**config.mk**
```make
export PLATFORM = sky130hd
export DESIGN_NAME = alu_control_single
export DESIGN_NICKNAME = d
export VERILOG_FILES = /design/src/rtl/alu_control_single_pkg.sv /design/src/rtl/alu_control_single_decode.sv /design/src/rtl/alu_control_single.sv
export SDC_FILE = /design/constraint.sdc
export NUM_CORES = 1
export LEC_CHECK = 0
export CORE_AREA = 2 2 39 41
export CTS_CLUSTER_DIAMETER = 40
export DETAILED_ROUTE_END_ITERATION = 10
export DIE_AREA = 0 0 41 43
export GPL_ROUTABILITY_DRIVEN = 0
export PLACE_DENSITY = 0.67
export SYNTH_ARGS = -nofsm -noshare
export SYNTH_HDL_FRONTEND = slang
export SYNTH_SLANG_ARGS = --single-unit
```
**constraint.sdc**
```tcl
create_clock -name clk -period 1.8 [get_ports clk]
set_input_delay 0.18 -clock clk [delete_from_list [all_inputs] [get_ports clk]]
set_output_delay 0.18 -clock clk [all_outputs]
set_load 0.03 [all_outputs]
```
**src/rtl/alu_control_single_pkg.sv**
```systemverilog
// Shared encodings for the single-cycle MIPS ALU control path:
// aluop classes, R-type funct values and ALU operation codes.
package single_defs;

    typedef enum logic [1:0] {
        ALUOP_MEM    = 2'b00,
        ALUOP_BRANCH = 2'b01,
        ALUOP_RTYPE  = 2'b10,
        ALUOP_RSVD   = 2'b11
    } aluop_t;

    localparam logic [5:0] FUNCT_SLL = 6'b000000;
    localparam logic [5:0] FUNCT_SRL = 6'b000010;
    localparam logic [5:0] FUNCT_ADD = 6'b100000;
    localparam logic [5:0] FUNCT_SUB = 6'b100010;
    localparam logic [5:0] FUNCT_AND = 6'b100100;
    localparam logic [5:0] FUNCT_OR  = 6'b100101;
    localparam logic [5:0] FUNCT_XOR = 6'b100110;
    localparam logic [5:0] FUNCT_NOR = 6'b100111;
    localparam logic [5:0] FUNCT_SLT = 6'b101010;

    localparam logic [3:0] ALU_AND = 4'b0000;
    localparam logic [3:0] ALU_OR  = 4'b0001;
    localparam logic [3:0] ALU_ADD = 4'b0010;
    localparam logic [3:0] ALU_SUB = 4'b0110;
    localparam logic [3:0] ALU_SLT = 4'b0111;
    localparam logic [3:0] ALU_NOR = 4'b1100;
    localparam logic [3:0] ALU_XOR = 4'b1101;
    localparam logic [3:0] ALU_SRL = 4'b1110;
    localparam logic [3:0] ALU_SLL = 4'b1111;

endpackage

```
**src/rtl/alu_control_single_decode.sv**
```systemverilog
// Combinational ALU control decode. Define ALU_CTRL_EXT_FUNCT_EN to also
// accept the NOR/SRL/XOR R-type functions.
module alu_control_decode
    import single_defs::*;
(
    input  logic [1:0] aluop_i,
    input  logic [5:0] functioncode_i,
    output logic [3:0] aluoperation_o,
    output logic       illegal_o
);

    // funct is only inspected inside the R-type arm so it cannot leak otherwise
    always_comb begin
        aluoperation_o = ALU_ADD;
        illegal_o      = 1'b0;
        case (aluop_t'(aluop_i))
            ALUOP_MEM:    aluoperation_o = ALU_ADD;
            ALUOP_BRANCH: aluoperation_o = ALU_SUB;
            ALUOP_RTYPE: begin
                case (functioncode_i)
                    FUNCT_SLL: aluoperation_o = ALU_SLL;
                    FUNCT_ADD: aluoperation_o = ALU_ADD;
                    FUNCT_SUB: aluoperation_o = ALU_SUB;
                    FUNCT_AND: aluoperation_o = ALU_AND;
                    FUNCT_OR:  aluoperation_o = ALU_OR;
                    FUNCT_SLT: aluoperation_o = ALU_SLT;
`ifdef ALU_CTRL_EXT_FUNCT_EN
                    FUNCT_NOR: aluoperation_o = ALU_NOR;
                    FUNCT_SRL: aluoperation_o = ALU_SRL;
                    FUNCT_XOR: aluoperation_o = ALU_XOR;
`endif
                    default: begin
                        aluoperation_o = ALU_ADD;
                        illegal_o      = 1'b1;
                    end
                endcase
            end
            default: begin
                aluoperation_o = ALU_ADD;
                illegal_o      = 1'b1;
            end
        endcase
    end

endmodule

```
**src/rtl/alu_control_single.sv**
```systemverilog
// Registered ALU control decoder: one-cycle latency, captures on in_valid.
// Optional extended R-type functions via ALU_CTRL_EXT_FUNCT_EN.
module alu_control_single
    import single_defs::*;
(
    input  logic       clk,
    input  logic       rst_n,
    input  logic       in_valid,
    input  logic [1:0] aluop,
    input  logic [5:0] functioncode,
    output logic [3:0] aluoperation,
    output logic       illegal,
    output logic       out_valid
);

    logic [3:0] dec_op;
    logic       dec_illegal;
    logic [3:0] aluoperation_q, aluoperation_d;
    logic       illegal_q, illegal_d;
    logic       out_valid_q;

    alu_control_decode u_decode (
        .aluop_i        (aluop),
        .functioncode_i (functioncode),
        .aluoperation_o (dec_op),
        .illegal_o      (dec_illegal)
    );

    // Decoded values are only taken on a valid strobe; otherwise hold
    assign aluoperation_d = in_valid ? dec_op      : aluoperation_q;
    assign illegal_d      = in_valid ? dec_illegal : illegal_q;

    always_ff @(posedge clk or negedge rst_n) begin
        if (!rst_n) begin
            aluoperation_q <= ALU_ADD;
            illegal_q      <= 1'b0;
            out_valid_q    <= 1'b0;
        end else begin
            aluoperation_q <= aluoperation_d;
            illegal_q      <= illegal_d;
            out_valid_q    <= in_valid;
        end
    end

    assign aluoperation = aluoperation_q;
    assign illegal      = illegal_q;
    assign out_valid    = out_valid_q;

endmodule

```
Word level (Yosys, flattened, before mapping) --
Cells that the tools add are included.
Operators by class: equality and inequality tests 7, multiplexer cells 4, reduce and logical (&&, ||, !) cells 4
Operators with widths (count):
- $eq 6x6->1 const B | 5
- $pmux 4 s5 | 1
- $pmux 4 s2 | 1
- $logic_not 6->1 | 1
- $reduce_or 6->1 | 1
- $eq 2x1->1 const B | 1
- $eq 2x2->1 const B | 1
- $logic_not 2->1 | 1
- $pmux 1 s2 | 1
- $reduce_or 2->1 | 1
- $mux 1 | 1
Storage, ports and cells: register bits after elaboration 6, input port bits 11, output and inout port bits 6, word-level logic and storage cells 18

Longest topological paths before layout --
depth after elaboration 4, gate-level depth with buffers 5, depth with buffers taken out 5

Modules after synthesis --
From an unflattened synthesis, not the netlist that was laid out.
Unflattened totals: cell total of the unflattened synthesis 37, area, all modules 390.4 um^2
By module, submodules not included:
- alu_control_single | instances 1, cells each 11, area each 207.7 um^2, seq. area each 151.4 um^2
- alu_control_decode | instances 1, cells each 26, area each 182.7 um^2, seq. area each 0.0 um^2

Worst setup path before layout --
Ideal clock, no wire load.
path kind input to register, start input port aluop[0], end register aluoperation_q[3] (netlist: aluoperation[3]), library setup time 0.101 ns, data arrival time 0.961 ns, data required time 1.699 ns, path slack 0.738 ns, stages on the path 5, buffers on the path 0, cell sequence inv_1 -> ha_1 -> and3b_1 -> nand3_1 -> o32ai_1
On the way: longest elaborated chain between the ends 2, elaborated cells between the ends (all ways) 3, classes of those cells 2 x eq/ne; 1 x mux
RTL lines:
- from (decl) | RTL line alu_control_single.sv:9 | input logic [1:0] aluop,
- $eq 2x2->1 / $eq 2x1->1 (equally long branches) | RTL line alu_control_single_decode.sv:16 | case (aluop_t'(aluop_i))
- $pmux 4 s2 (*) | RTL line alu_control_single_decode.sv:16
- to (signal assigned) | RTL line alu_control_single.sv:39 | aluoperation_q <= aluoperation_d;
- to (decl) | RTL line alu_control_single.sv:18 | logic [3:0] aluoperation_q, aluoperation_d;
Mark *: on every way between the ends. The rest lies on a longest branch, timed or not. A chain may end at the register's enable or synchronous reset.

Final worst setup path --
start register aluoperation_q[1] (netlist: aluoperation[1]), end output port aluoperation[1]
RTL lines:
- to (decl) | RTL line alu_control_single.sv:11 | output logic [3:0] aluoperation,
No word-level cell between the ends.

==> impl_results.md <==
- Vias/cell: 4.829
- WL/cell: 11.89 um
- Die area: 0.001763 mm2
- Resized Gates After CTS: 0
- Synth Register Bits: 6
- Post-CTS setup buffers: 0
- Final number of setup-violating endpoints: 0
- Crit path time final: 1.621 ns
- DRT iter0 DRCs: 1
- RR Startpoint: aluoperation[1]$_DFFE_PN1P_
- Layout Skew: 0 ns
- Reg2Reg Setup Slack: 0.94 ns
- Post-Syn Nets: 55
- Via count: 367
- RR Endpoint: aluoperation[1]$_DFFE_PN1P_
- Vias in the first global route: 379
- Global-route wire length before repair: 1483 um
- Hold/Removal Path Class: in2async
- Cells after DPL: 72
- Min Hold Slack: 0.1651 ns
- Routed wire length: 904 um
- DP HPWL: 714.6 um
- Slew @ Worst Pin: 0.3599 ns
- Synthesized area per cell: 9.735 um2
- CP bufs+invs: 1
- Total Nets Final: 75
- Slew Limit Fails: 0
- Final Hold Vio Count: 0
- Clock-pin slew on the worst setup and hold paths: 0.05 ns
- F_max: 616.7 MHz
- CP Data Required Time: 1.62 ns
- Core box area: 0.001384 mm2
- Area grow syn2layout: 50.47%
- Final period util: 0.9008
- Slowest stage delay, CP: 0.67 ns
- CTS Buffer Depth: 2
- Non-filler cells, final: 76
- Most frequent cells in the layout: clkdlybuf4s50_1 (16), inv_1 (6), dfrtp_1 (5)
- Synth warn: 0
- Status: completed
- Die span in x: 41 um
- WP data arrival: 1.44 ns
- # IOs: 17
- Cell Rows: 14
- Largest net degree at the start of global routing: 11
- Share of cells above drive strength 1: 0.1667
- Max_slew headroom: 0.7593
- Global route overflow: 0
- # hold bufs at CTS: 0
- Post-route ant nets: 0
- TritonCTS Sinks: 6
- CTS tree: done
- Root Driver: clkbuf_4
- Initial antenna violation count: 0
- Worst-path cell chain: clkdlybuf4s50_1
- Syn Inst Count: 41
- Leak: 0.2520 nW
- Most common cell after layout, fill and taps aside: clkdlybuf4s50_1
- Sequential area share after synthesis: 0.3793
- GRT Util Overall: 0.1271
- Critical path launch point: aluoperation[1]$_DFFE_PN1P_
- Synthesized area: 399.1 um2
- TNS Setup: 0 ns
- VDD IR max: 0.4884 mV
- Htree depth: 1
- Cell with the largest stage delay on the worst path: clkdlybuf4s50_1
- CTS buffer count: 3
- Starting Density: 0.2884
- Crit path max-delay family: buffers and inverters
- Die span in y: 43 um
- CP max FO: 2
- I/O Buffers: 16
- DRC errors left: 0
- Worst setup SP type: flop
- Pwr Density: 653.4 mW/mm2
- Skew-Pair Late Insertion Delay: 0.24 ns
- CP endpoint kind: output port
- Diodes inserted: 0
- Yosys cell types: 24
- Pre-antenna DRT Iters: 3
- Cell count of the worst reg-to-reg path: 2
- RSZ-0062 raised after global routing: no
- Critical setup path kind: reg2out
- Max Cap Viol: 0
## report_power, final
part	internal [W]	switching, W	total (W)
clock	0.0000841	0.0000509	0.000135
sequential	0.000146	0.00000479	0.000151
combinational	0.0000514	0.0000552	0.000107
## how the worst max path moves through the flow
| stage | to | cells after the start |
|---|---|---|
| detailed placement | aluoperation[3]$_DFFE_PN0P_ | 6 |
| global placement | aluoperation[3]$_DFFE_PN0P_ | 6 |
| floorplan | aluoperation[3]$_DFFE_PN0P_ | 5 |
| finish | aluoperation[1] | 1 |
| global route | aluoperation[1] | 1 |
| CTS | aluoperation[1] | 1 |
## synth_stat cells (all sizes together)
| library cell | count | area share |
|---|---|---|
| inv | 8 | 0.075 |
| dfrtp | 5 | 0.31 |
| a21oi | 4 | 0.050 |
| ha | 3 | 0.094 |
| nand3 | 2 | 0.025 |
| nor2 | 2 | 0.019 |
| a2111oi | 1 | 0.038 |
| a41oi | 1 | 0.022 |
| and3b | 1 | 0.022 |
| and4bb | 1 | 0.031 |
| buf | 1 | 0.013 |
| dfstp | 1 | 0.066 |
| mux2i | 1 | 0.025 |
| nand2 | 1 | 0.0094 |
| nor3 | 1 | 0.013 |
| nor4b | 1 | 0.022 |
| nor4bb | 1 | 0.025 |
| o21ai | 1 | 0.013 |
| o221ai | 1 | 0.022 |
| o31ai | 1 | 0.019 |
| o32ai | 1 | 0.022 |
| o41ai | 1 | 0.041 |
| or2 | 1 | 0.022 |
## through the flow
step / instance area, um2 / power (W) / util / worst slack, ns
floorplan: 399.1 / 0.0002035 / - / 0.7381
global placement: 574.3 / 0.0002576 / 0.4150 / 0.1284
detailed placement: 574.3 / 0.0002593 / 0.4150 / 0.1248
CTS: 600.6 / 0.0004012 / 0.4340 / 0.1591
global route: 600.6 / 0.0004265 / 0.4340 / 0.1353
finish: 600.6 / 0.0003924 / 0.4340 / 0.1785
## kinds of logic (layout without fill, tap and decap cells)
| logic type | after synthesis | count (layout) | synth area share |
|---|---|---|---|
| adder cells (fa/ha/maj) | 3 | 3 | 0.09405 |
| flip-flops | 6 | 6 | 0.3793 |
| AO/OA/AOI/OAI | 11 | 11 | 0.2257 |
| AND/OR/NAND/NOR | 11 | 11 | 0.1881 |
| multiplexers | 1 | 1 | 0.02508 |
| buffers and inverters | 9 | 28 | 0.08777 |
## layout make-up
class	instances	area [um2]
repair buffers	16	160.2
inverters	8	30.03
multi-input cells	26	212.7
well taps	16	20.02
fillers	146	783.3
flip-flops and latches	6	151.4
clock buffers	4	26.28
## registers in the layout, indices dropped and copies added, names as in the netlist
register / flops
aluoperation: 4
illegal: 1
out_valid: 1
## routing by layer
layer,part of all wire,up-vias,global-route usage
li1,-,185,-
met1,0.43,170,0.1569
met2,0.50,12,0.1875
met3,0.065,0,0.07853
met4,0,0,0.02000
met5,0,-,0
No activity file was read; power rests on OpenSTA's default activity.
